[src/rtl/bin2bcd_seq.sv]
// bin2bcd_seq: sequential shift-and-add-3 binary to packed BCD, one bit/cycle.
// Ports: clk, reset, start/bin in; busy, done pulse, held bcd/ovf out.
module bin2bcd_seq #(
    parameter int W      = 27,
    parameter int DIGITS = 8
) (
    input  logic                  clk,
    input  logic                  reset,
    input  logic                  start,
    input  logic [W-1:0]          bin,
    output logic                  busy,
    output logic                  done,
    output logic [4*DIGITS-1:0]   bcd,
    output logic                  ovf
);

    localparam int BW = 4 * DIGITS;
    localparam int CW = $clog2(W + 1);

    function automatic logic [63:0] pow10(input int n);
        logic [63:0] r;
        r = 64'd1;
        for (int i = 0; i < n; i++) r = r * 64'd10;
        return r;
    endfunction

    localparam logic [63:0] LIMIT   = pow10(DIGITS);
    localparam logic [63:0] BIN_MAX = (64'd1 << W) - 64'd1;
    // Narrow inputs can never reach 10^DIGITS.
    localparam bit          CAN_OVF = (BIN_MAX >= LIMIT);

    typedef enum logic {IDLE, SHIFT} state_t;

    state_t          state, state_nxt;
    logic [W-1:0]    shreg;
    logic [BW-1:0]   scratch;
    logic [BW-1:0]   corr;
    logic [BW-1:0]   scratch_nxt;
    logic [CW-1:0]   cnt;
    logic            ovf_pend;
    logic            ovf_calc;
    logic            last;

    assign ovf_calc = CAN_OVF && (64'(bin) >= LIMIT);
    assign last     = (cnt == CW'(1));

    always_ff @(posedge clk) begin
        if (reset) state <= IDLE;
        else       state <= state_nxt;
    end

    always_comb begin
        state_nxt = state;
        case (state)
            IDLE:    if (start) state_nxt = SHIFT;
            SHIFT:   if (last)  state_nxt = IDLE;
            default: state_nxt = IDLE;
        endcase
    end

    always_comb begin
        busy = (state == SHIFT);
    end

    // Correct every digit in parallel, then shift the next binary MSB in.
    always_comb begin
        logic [3:0] dig;
        dig  = 4'd0;
        corr = '0;
        for (int i = 0; i < DIGITS; i++) begin
            dig = scratch[4*i +: 4];
            corr[4*i +: 4] = (dig >= 4'd5) ? dig + 4'd3 : dig;
        end
        scratch_nxt = {corr[BW-2:0], shreg[W-1]};
    end

    always_ff @(posedge clk) begin
        if (reset) begin
            shreg    <= '0;
            scratch  <= '0;
            cnt      <= '0;
            ovf_pend <= 1'b0;
            bcd      <= '0;
            ovf      <= 1'b0;
            done     <= 1'b0;
        end else begin
            done <= 1'b0;
            case (state)
                IDLE: begin
                    if (start) begin
                        shreg    <= bin;
                        scratch  <= '0;
                        cnt      <= CW'(W);
                        ovf_pend <= ovf_calc;
                    end
                end
                SHIFT: begin
                    shreg   <= shreg << 1;
                    scratch <= scratch_nxt;
                    cnt     <= cnt - CW'(1);
                    if (last) begin
                        bcd  <= ovf_pend ? '1 : scratch_nxt;
                        ovf  <= ovf_pend;
                        done <= 1'b1;
                    end
                end
                default: ;
            endcase
        end
    end

endmodule

[config.mk]
export PLATFORM = sky130hd
export DESIGN_NAME = bin2bcd_seq
export DESIGN_NICKNAME = d
export VERILOG_FILES = /design/src/rtl/bin2bcd_seq.sv
export SDC_FILE = /design/constraint.sdc
export NUM_CORES = 1
export LEC_CHECK = 0
export BUFFER_PORTS_ARGS = -buffer_cell sky130_fd_sc_hd__buf_4
export CAP_MARGIN = 20
export CORE_ASPECT_RATIO = 0.8
export CORE_UTILIZATION = 57
export DETAILED_ROUTE_END_ITERATION = 10
export MAX_ROUTING_LAYER = met4
export PLACE_DENSITY_LB_ADDON = 0.15
export SYNTH_ARGS = -nofsm -noshare
export SYNTH_HDL_FRONTEND = slang
export SYNTH_SLANG_ARGS = --single-unit
[constraint.sdc]
create_clock -name clk -period 1.82 [get_ports clk]
set_input_delay 0.546 -clock clk [delete_from_list [all_inputs] [get_ports clk]]
set_output_delay 0.546 -clock clk [all_outputs]
set_load 0.01 [all_outputs]
Word-level counts from Yosys, hierarchy flattened --
Cells that the tools add are included.
Word-level totals: register bits 100, latch bits 0, bits in writable memories 0, ROM bits 0, output and inout port bits 35, logic and storage cells 51, memories 0
Cells by class: $add $sub $neg 9, $mul 0, divide/modulo/power cells 0, $lt $le $gt $ge 9, eq/ne operators 2, shifts and indexed selects 0, muxes and demuxes 19, bitwise gates (word level) 1, reductions and logical operators 3
Operators with widths (count):
- 2-to-1 mux 32 bit | 2
- case mux 32 bit (2 select lines) | 1
- case mux 27 bit (2 select lines) | 1
- >= comparator 4 x 3 -> 1 bit (second input constant) | 8
- adder 4 x 2 -> 4 bit (second input constant) | 7
- 2-to-1 mux 4 bit | 7
- >= comparator 27 bit (second input constant) | 1
- 2-to-1 mux 27 bit | 1
- case mux 5 bit (2 select lines) | 1
- equality test 5 x 1 -> 1 bit (second input constant) | 1
- 2-to-1 mux 5 bit | 1
- subtractor 5 x 1 -> 5 bit (second input constant) | 1
- AND reduction 2 bit | 2
- adder 3 x 2 -> 3 bit (second input constant) | 1
- 2-to-1 mux 1 bit | 3
- 2-to-1 mux 3 bit | 1
- != test 2 bit (second input constant) | 1
- case mux 1 bit (2 select lines) | 1
- OR reduction 2 bit | 1
- NOT 1 bit | 1

Longest topological paths before layout --
Gate-level depths: netlist (run 1).
depth in word-level cells 3, gate-level depth with buffers 6, mapped depth without buffers 6

Worst setup path after synthesis (run 1) --
No wires, ideal clock.
kind input -> register, from input port bin[26], to register ovf_pend, arrival 1.425 ns, required time 1.739 ns, slack 0.315 ns, cell stages on the path 4, path buffers 0, cell sequence nand4_1 -> or3_1 -> a311o_1 -> a41oi_1
Between the ends: longest elaborated chain between the ends 1
Ends and longest elaborated chain:
- start, declared | line 10 | input logic [W-1:0] bin,
- >= comparator 27 bit | line 44 | assign ovf_calc = CAN_OVF && (64'(bin) >= LIMIT);
- end signal, assigned | line 94 | ovf_pend <= ovf_calc;
- end, declared | line 40 | logic ovf_pend;
No other way between the ends. A chain may end at the register's enable or synchronous reset.

Worst setup path after layout (run 1) --
from register state, in the netlist busy, to output port busy
RTL lines:
- start, declared | line 34 | state_t state, state_nxt;
- start signal, assigned | line 49 | else state <= state_nxt;
- end, declared | line 11 | output logic busy,
No word-level cell between the ends.

==> flow_summary.json, run 1 <==
{
  "cts.clk_slew.worst_paths_ps": 90,
  "design_area_sq_um": 5418,
  "synth_simple_gate_area_frac": 0.1816,
  "via_count": 3852,
  "crit_chain": "buf_4, buf_4",
  "met2_length_microns": 4773,
  "clock_path_buffers": 2,
  "areaGrowthSynthToFinish_pct": 17.22,
  "gr-total-overflow": 0,
  "clock-sinks": 100,
  "final_layout_size_suffix_gt1_frac": 0.1672,
  "wirelength_microns": 9959,
  "grt_pass1_wl_microns": 16460,
  "root_buffer": "clkbuf_8",
  "met1Wirelength_microns": 4775,
  "critical_path_required_ps": 1270,
  "path_buf_inv": 2,
  "fmax_mhz": 595.4,
  "grt_usage": 0.2586,
  "ir_drop_uv": 531.2,
  "htree_levels": 3,
  "cp_max_fo": 16,
  "criticalPathCategory": "reg -> out",
  "fillers": 647,
  "clkLatencyLatePin_ps": 360,
  "setup_tns_ps": 0,
  "place_area_sq_um": 5235,
  "avgSynthCellArea_sq_um": 8.512,
  "syn-cell-area_sq_um": 4622,
  "dp_hpwl_microns": 7101,
  "syn_nets": 591,
  "drt_pass1_iterations": 4,
  "dieHeight_microns": 82.54,
  "final_common_cell": "dfxtp_1",
  "synth_top_family_by_area": "simple AND/OR/NAND/NOR gates",
  "synth-compound-area-share": 0.1814,
  "finalClockSkew_ps": 6.421,
  "routed_via_density": 5.433,
  "drc": 0,
  "cts-buffers-inserted": 9,
  "die_w_microns": 102.7,
  "yosys-mux-area-fraction": 0.07851,
  "start_util": 0.6052,
  "drv_cap": 0,
  "top_layer": "met4",
  "cts_hold_buffers": 0,
  "cp-end-kind": "primary output",
  "leakagePower_nw": 2.216,
  "critPathArrivalTime_ps": 1130,
  "startpoint_type": "flop",
  "crit_top_cell": "buf_4",
  "io_buffers": 64,
  "synth-xor-area-share": 0.01516,
  "worst_pin_slew_ps": 414.1,
  "ant_nets": 0,
  "min_period_over_period": 0.9229,
  "slew_headroom": 0.7239,
  "synth_seq_area_share": 0.4331,
  "final_core_utilization": 0.7094,
  "final_nets": 649,
  "ys_ff_latch": 100,
  "first_iter_violations": 145,
  "drv_slew": 0,
  "setup_violations": 0,
  "synthDistinctLibCells": 34,
  "n_antenna_cell": 0,
  "final_cell_mix": "dfxtp_1 (99), nor2_1 (85), buf_4 (80)",
  "antenna_found_initial": 0,
  "pin_count": 65,
  "wl_met3_microns": 348,
  "hold_viol_final": 0,
  "timing.final.crit_period_ps": 1680,
  "synthAdderAreaFrac": 0.04873,
  "max_stage_delay_ps": 450,
  "critical_path.top_delay_family": "flip-flops",
  "core-area_sq_um": 7637,
  "grt_pass1_vias": 3582,
  "rsz0062_at_grt": "false",
  "multiInputGateArea_sq_um": 2336,
  "yosys_warnings": 0,
  "power_density_nw_per_um2": 772.8,
  "postSynthCellCount": 543,
  "dieArea_sq_um": 8475,
  "seq_area_sq_um": 2006,
  "wl_per_cell_microns": 14.05,
  "hold_slack_ps": 463.2,
  "grt_max_degree": 31,
  "gp_congestion": 0.8248,
  "hold_class": "reg -> reg",
  "row_count": 28,
  "cp_slowest_cell": "dfxtp_4",
  "cts_tree": "yes",
  "power.total_w": 0.004187,
  "status": "completed"
}
==> through the flow <==
stage / std cells / setup WS, ps
floorplan: 543 / 314.6
global placement: 695 / 161.4
detailed placement: 695 / 140.0
CTS: 709 / 49.43
global route: 709 / 76.20
finish: 709 / 140.4
==> layout make-up <==
class                           instances  share of cell area
Timing Repair Buffer                   82              0.1182
Tap cell                              105             0.02425
Clock inverter                          4            0.009700
Multi-Input combinational cell        375              0.4312
Clock buffer                           10             0.02356
Inverter                               33             0.02286
Sequential cell                       100              0.3702
==> Yosys cell counts <==
master,instances,area [sq um]
mux2i_1,34,340.3
a211oi_1,12,90.09
nor2_4,1,11.26
mux2_2,2,22.52
xnor2_1,8,70.07
nor2_1,85,319.1
nand2b_1,17,106.4
a41oi_1,1,8.760
ha_1,18,225.2
or4_1,1,7.510
a22o_1,14,122.6
and2b_1,1,7.510
dfxtp_1,100,2002
buf_4,3,22.52
clkbuf_1,12,45.04
inv_1,33,123.9
nand4b_1,1,8.760
nor3_1,24,120.1
and4b_1,1,10.01
nor2b_1,1,6.260
a311o_1,1,10.01
or3b_2,1,8.760
buf_1,6,22.52
nor3b_1,16,120.1
nand2_1,21,78.83
nor3_2,1,10.01
o31a_1,14,122.6
buf_2,13,65.06
a21oi_1,69,345.3
o21ai_0,26,130.1
or3_1,1,6.260
clkbuf_2,1,5.000
a311oi_1,1,8.760
nand4_1,3,18.77
==> worst min-delay path, cell delays in order (launching register included) <==
cell and delay (ps):
dfxtp_1 340, nand2_1 40, o21ai_0 60
==> kinds of logic (layout without fill, tap and decap cells) <==
| logic type | count (synthesis) | in the layout |
|---|---|---|
| AOI/OAI and AO/OA | 138 | 138 |
| xor gates and xnor gates | 8 | 8 |
| and+or+nand+nor | 175 | 175 |
| muxes | 36 | 36 |
| buffers and inverters | 68 | 129 |
| adders and majority gates | 18 | 18 |
| DFF | 100 | 100 |
==> routing by layer <==
| layer | GRT usage | up-vias |
|---|---|---|
| li1 | - | 1978 |
| met1 | 0.3161 | 1799 |
| met2 | 0.4413 | 68 |
| met3 | 0.05051 | 7 |
| met4 | 0.06286 | 0 |
| met5 | - | - |
==> state kept, by name, indices dropped and copies added (netlist names) <==
name	count
bcd	32
busy	1
cnt	5
done	1
ovf	1
ovf_pend	1
scratch	32
shreg	27
==> power breakdown <==
group / total [W] / internal, W / switching, W
Combinational: 0.000508 / 0.000230 / 0.000278
Clock: 0.00135 / 0.000621 / 0.000730
Sequential: 0.00233 / 0.00227 / 0.0000575
==> final timing paths <==
check / start / end / slack (ps) / depth (start not counted)
hold / removal: scratch[29]$_SDFFE_PP0P_ / scratch[29]$_SDFFE_PP0P_ / 460 / 2
setup reg to reg: scratch[29]$_SDFFE_PP0P_ / bcd[30]$_SDFFE_PP0P_ / 180 / 6
setup / recovery: busy$_SDFF_PP0_ / busy / 140 / 2
hold reg to reg: scratch[29]$_SDFFE_PP0P_ / scratch[29]$_SDFFE_PP0P_ / 460 / 2
==> what timing repair did <==
item / in CTS / in global routing
buffers inserted: 0 / 0
endpoints found under the hold margin: 0 / 0
endpoints found under the setup margin: 0 / 1
resized for setup: 0 / 1
No activity file was read; power rests on OpenSTA's default activity.
==> run 2: changes to the inputs <==
--- a/config.mk
+++ b/config.mk
@@ -12,6 +12,7 @@
 export DETAILED_ROUTE_END_ITERATION = 10
 export MAX_ROUTING_LAYER = met4
 export PLACE_DENSITY_LB_ADDON = 0.15
+export REMOVE_ABC_BUFFERS = 1
 export SYNTH_ARGS = -nofsm -noshare
 export SYNTH_HDL_FRONTEND = slang
 export SYNTH_SLANG_ARGS = --single-unit
==> flow_summary.json, run 2 (synthesized netlist as in run 1, its figures left out) <==
{
  "status": "completed",
  "htree_levels": 3,
  "via_count": 3923,
  "clock-sinks": 100,
  "row_count": 28,
  "power.total_w": 0.004288,
  "cts-buffers-inserted": 9,
  "grt_pass1_wl_microns": 17070,
  "cts_tree": "yes",
  "combPwrFrac": 0.120,
  "final_nets": 648,
  "post-place-ws_ps": -59.37,
  "ff2ff_path_depth": 6,
  "criticalPathCategory": "reg -> out",
  "grt_max_degree": 80,
  "cp-end-kind": "primary output",
  "dp.cells": 691,
  "crit_chain": "buf_6, buf_4",
  "worst_pin_slew_ps": 491.0,
  "final_layout_size_suffix_gt1_frac": 0.1656,
  "drt_pass1_iterations": 5,
  "critPathArrivalTime_ps": 1160,
  "largest_registers": "bcd x32, scratch x32, shreg x27",
  "drv_cap": 0,
  "instances_no_fill": 709,
  "pwr-share-clk": 0.335,
  "holdPathStages": 2,
  "core-area_sq_um": 7637,
  "wirelength_microns": 10510,
  "grt_pass1_vias": 3706,
  "hold_viol_final": 0,
  "cts.clk_slew.worst_paths_ps": 100,
  "seq_area_sq_um": 2006,
  "slew_headroom": 0.6722,
  "start_util": 0.6052,
  "leakagePower_nw": 2.227,
  "final_cell_mix": "dfxtp_1 (99), nor2_1 (85), buf_4 (77)",
  "seq_power_share": 0.545,
  "dieHeight_microns": 82.54,
  "dieArea_sq_um": 8475,
  "antenna_found_initial": 0,
  "timing.final.crit_period_ps": 1710,
  "dp_hpwl_microns": 7072,
  "die_w_microns": 102.7,
  "p_int_w": 0.003177,
  "drc": 0,
  "final_common_cell": "dfxtp_1",
  "root_buffer": "clkbuf_8",
  "switching_share": 0.2591,
  "max_stage_delay_ps": 440,
  "gp_congestion": 0.8624,
  "cp_max_fo": 18,
  "clkLatencyLatePin_ps": 370,
  "drv_slew": 0,
  "gr-total-overflow": 0,
  "critical_path_depth": 2,
  "fmax_mhz": 585.0,
  "finalWorstSetupSlack_ps": 110.5,
  "min_period_over_period": 0.9393,
  "areaGrowthSynthToFinish_pct": 17.65,
  "first_iter_violations": 193,
  "path_buf_inv": 2,
  "wl_per_cell_microns": 14.83,
  "switchingPower_w": 0.001111,
  "io_buffers": 64,
  "ant_nets": 0,
  "cp_slowest_cell": "dfxtp_4",
  "grt_usage": 0.2678,
  "multiInputGateArea_sq_um": 2336,
  "fillers": 652,
  "hold_class": "reg -> reg",
  "startpoint_type": "flop",
  "ir_drop_uv": 675.0,
  "routed_via_density": 5.533,
  "critical_path_required_ps": 1270,
  "finalClockSkew_ps": 12.59,
  "pin_count": 65,
  "clock_path_buffers": 2,
  "critical_path.top_delay_family": "flip-flops",
  "power_density_nw_per_um2": 788.5,
  "n_antenna_cell": 0,
  "rsz0062_at_grt": "false",
  "setup_violations": 0,
  "hold_slack_ps": 459.2
}
==> run 2: cell types whose count changed in the layout (fill, tap and decap cells not counted) <==
cell | previous run | this run
inv_6 | 0 | 1
clkinvlp_4 | 3 | 1
clkbuf_1 | 1 | 2
buf_6 | 0 | 1
buf_12 | 2 | 3
buf_4 | 80 | 77
clkbuf_8 | 9 | 10
==> run 2: layout make-up <==
cell class | count | share of cell area
Inverter | 33 | 0.02278
Tap cell | 105 | 0.02416
Sequential cell | 100 | 0.3688
Clock buffer | 12 | 0.02669
Multi-Input combinational cell | 375 | 0.4296
Clock inverter | 3 | 0.008514
Timing Repair Buffer | 81 | 0.1194
==> run 2: final timing paths <==
path	from	to	slack, ps
max	busy$_SDFF_PP0_	busy	110
min	ovf$_SDFFE_PP0P_	ovf$_SDFFE_PP0P_	460
max reg2reg	scratch[29]$_SDFFE_PP0P_	bcd[30]$_SDFFE_PP0P_	150
min reg2reg	ovf$_SDFFE_PP0P_	ovf$_SDFFE_PP0P_	460
==> run 2: power groups by stage <==
| stage | Combinational [W] | Sequential [W] | Clock (W) |
|---|---|---|---|
| after global placement | 0.000488 | 0.00238 | 0 |
| after detailed placement | 0.000505 | 0.00238 | 0 |
| final | 0.000515 | 0.00234 | 0.00144 |
| after global routing | 0.000573 | 0.00235 | 0.00153 |
| after floorplan | 0.000216 | 0.00241 | 0 |
| after CTS | 0.000511 | 0.00234 | 0.00145 |
==> run 2: stage by stage <==
| stage | TNS (ps) | area, sq um | util |
|---|---|---|---|
| after floorplan | -105380 | 4462 | - |
| after CTS | 0 | 5413 | 0.7087 |
| after detailed placement | -705.4 | 5218 | 0.6832 |
| after global placement | 0 | 5218 | 0.6832 |
| after global routing | 0 | 5438 | 0.7120 |
| final | 0 | 5438 | 0.7120 |
==> run 2: worst min-delay path: stages, from the launching register on <==
cell and delay, ps:
dfxtp_1 320, nand2_1 50, a21oi_1 50
==> run 2: timing repair <==
item	in CTS	in global routing
gates resized for setup	1	1
hold buffers	0	0
pin swaps	0	0
buffers inserted	0	2
endpoints found under the setup margin	1	2
==> run 2: layer usage <==
layer,GRT usage,routed length [microns],up-vias
met5,-,0,-
met4,0.05571,104,0
met3,0.05640,493,12
met2,0.4553,5163,80
met1,0.3297,4751,1852
li1,-,-,1979
==> run 3: changes to the inputs <==
--- a/config.mk
+++ b/config.mk
@@ -5,10 +5,11 @@
 export SDC_FILE = /design/constraint.sdc
 export NUM_CORES = 1
 export LEC_CHECK = 0
+export ABC_AREA = 1
 export BUFFER_PORTS_ARGS = -buffer_cell sky130_fd_sc_hd__buf_4
 export CAP_MARGIN = 20
 export CORE_ASPECT_RATIO = 0.8
-export CORE_UTILIZATION = 57
+export CORE_UTILIZATION = 58
 export DETAILED_ROUTE_END_ITERATION = 10
 export MAX_ROUTING_LAYER = met4
 export PLACE_DENSITY_LB_ADDON = 0.15
==> constraint.sdc (replaced) <==
create_clock -name clk -period 1.82 [get_ports clk]
set_input_delay 0.546 -clock clk [delete_from_list [all_inputs] [get_ports clk]]
set_output_delay 0.546 -clock clk [all_outputs]
set_load 0.05 [all_outputs]
==> flow_summary.json, run 3 <==
{
  "clkLatencyLatePin_ps": 360,
  "grt_usage": 0.2718,
  "ir_drop_uv": 539.5,
  "criticalPathCategory": "reg -> out",
  "dieHeight_microns": 84.35,
  "drt_pass1_iterations": 4,
  "first_iter_violations": 248,
  "wl_met3_microns": 626,
  "gp_congestion": 0.9129,
  "htree_levels": 3,
  "ant_nets": 0,
  "grt_max_degree": 51,
  "dieArea_sq_um": 8850,
  "grt_pass1_vias": 4412,
  "cp_max_fo": 16,
  "final_nets": 839,
  "hold_class": "in -> reg",
  "dp_hpwl_microns": 7717,
  "synthArstFlopShare": 0,
  "avgSynthCellArea_sq_um": 6.698,
  "leakagePower_nw": 2.772,
  "critPathArrivalTime_ps": 1110,
  "antenna_found_initial": 0,
  "ys_ff_latch": 100,
  "min_period_over_period": 0.9096,
  "setup_violations": 0,
  "rrSetupSlack_ps": 210,
  "n_antenna_cell": 0,
  "synth-compound-area-share": 0.1609,
  "top_layer": "met4",
  "row_count": 29,
  "cts-buffers-inserted": 9,
  "synth_top_family_by_area": "simple AND/OR/NAND/NOR gates",
  "grt_pass1_wl_microns": 19050,
  "synth_top_area_frac": 0.4072,
  "synthDistinctLibCells": 29,
  "drv_slew": 0,
  "holdPathStages": 3,
  "drc": 0,
  "crit_chain": "buf_4",
  "yosys-mux-area-fraction": 0,
  "timing.final.crit_period_ps": 1655,
  "finalClockSkew_ps": 15.42,
  "start_util": 0.6103,
  "netlist_top_cells_count": "nand2_1 (217), dfxtp_1 (100), inv_1 (96), nor2_1 (78), a21oi_1 (71)",
  "path_buf_inv": 1,
  "critical_path.top_delay_family": "flip-flops",
  "final_common_cell": "nand2_1",
  "largest_registers": "bcd x32, scratch x32, shreg x27",
  "areaGrowthSynthToFinish_pct": 16.47,
  "max_stage_delay_ps": 500,
  "synth_seq_area_share": 0.4072,
  "synthFlopType": "dfxtp_1",
  "final_layout_size_suffix_gt1_frac": 0.1244,
  "cts_hold_buffers": 0,
  "gr-total-overflow": 0,
  "pin_count": 65,
  "cts.clk_slew.worst_paths_ps": 90,
  "met2_length_microns": 5444,
  "fmax_mhz": 604.1,
  "instances_no_fill": 904,
  "dp.cells": 888,
  "synth.most_common_cell": "nand2_1",
  "final_cell_mix": "nand2_1 (217), dfxtp_1 (99), inv_1 (96)",
  "ff2ff_path_depth": 6,
  "hold_viol_final": 0,
  "hp-start": "bin[0]",
  "io_buffers": 64,
  "slew_headroom": 0.5814,
  "status": "completed",
  "finalWorstSetupSlack_ps": 164.5,
  "synth-xor-area-share": 0.001782,
  "synth-edff-count": 0,
  "cp_slowest_cell": "dfxtp_4",
  "startpoint": "busy$_SDFF_PP0_",
  "yosys_warnings": 0,
  "clock-sinks": 100,
  "rsz0062_at_grt": "false",
  "met1Wirelength_microns": 5075,
  "die_w_microns": 104.9,
  "synthAdderAreaFrac": 0.04581,
  "core-area_sq_um": 8055,
  "drv_cap": 0,
  "postSynthCellCount": 734,
  "root_buffer": "clkbuf_8",
  "wirelength_microns": 11280,
  "wl_per_cell_microns": 12.48,
  "cts_tree": "yes",
  "clock_path_buffers": 2,
  "startpoint_type": "flop",
  "synth_simple_gate_area_frac": 0.2787,
  "critical_path_required_ps": 1270,
  "reg2reg_from": "cnt[1]$_SDFFE_PP0P_",
  "power_density_nw_per_um2": 771.2,
  "reg2reg_to": "bcd[6]$_SDFFE_PP0P_",
  "worst_hold_path.endpoint": "shreg[0]$_SDFFE_PP0P_",
  "via_count": 4778,
  "post-place-ws_ps": 160.1,
  "routed_via_density": 5.285,
  "cp-end-kind": "primary output",
  "synth_area_leaders": "dfxtp_1 (41%), nand2_1 (17%), inv_1 (7.3%)",
  "worst_pin_slew_ps": 627.2,
  "syn-cell-area_sq_um": 4916,
  "cts_post_setup_buffers_inserted": 0,
  "yosys.area.top_type": "dfxtp_1"
}
[run 3: per-layer routing]
| layer | vias to the layer above | GRT usage |
|---|---|---|
| met5 | - | - |
| li1 | 2436 | - |
| met1 | 2191 | 0.3238 |
| met4 | 0 | 0.08323 |
| met2 | 136 | 0.4720 |
| met3 | 15 | 0.04503 |
[run 3: cells by family (layout without fill, tap and decap cells)]
logic type,Yosys count,after routing
flops,100,100
xor+xnor,1,1
buf+inv,130,192
compound gates,146,146
simple gates,339,339
fa+ha+maj,18,18
[run 3: power breakdown]
part	switching [W]	internal, W
Clock	0.000736	0.000750
Combinational	0.000389	0.000204
Sequential	0.0000645	0.00227
[run 3: worst max path at each step]
stage / to / slack (ps) / depth (start not counted)
floorplan: shreg[12]$_SDFFE_PP0P_ / -1340 / 5
global placement: shreg[17]$_SDFFE_PP0P_ / 160 / 5
detailed placement: shreg[8]$_SDFFE_PP0P_ / 160 / 5
CTS: busy / 10 / 1
global route: bcd[6]$_SDFFE_PP0P_ / 70 / 6
finish: busy / 160 / 1
[run 3: cell type report]
type	count	area (sq um)
tap	108	135.1
timing repair buffer	76	595.6
sequential	100	2006
inverter	100	376.6
multi-input combinational	504	2400
clock inverter	3	43.79
clock buffer	13	168.9
fill	690	2330
[run 3: timing repair]
action                                  in CTS  in global routing
endpoints found under the setup margin       0                  1
hold endpoints to repair                     0                  0
resized for setup                            0                  1
[run 3: metrics by stage]
step	TNS (ps)	area (sq um)	util	hold WS, ps	total power, W
2_1_floorplan	-104770	4773	-	439.7	0.002728
3_3_place_gp	0	5510	0.6841	454.7	0.002961
3_5_place_dp	0	5510	0.6841	475.9	0.002978
4_1_cts	0	5723	0.7105	436.7	0.004441
5_1_grt	0	5725	0.7108	441.3	0.004596
6_report	0	5725	0.7108	451.1	0.004416
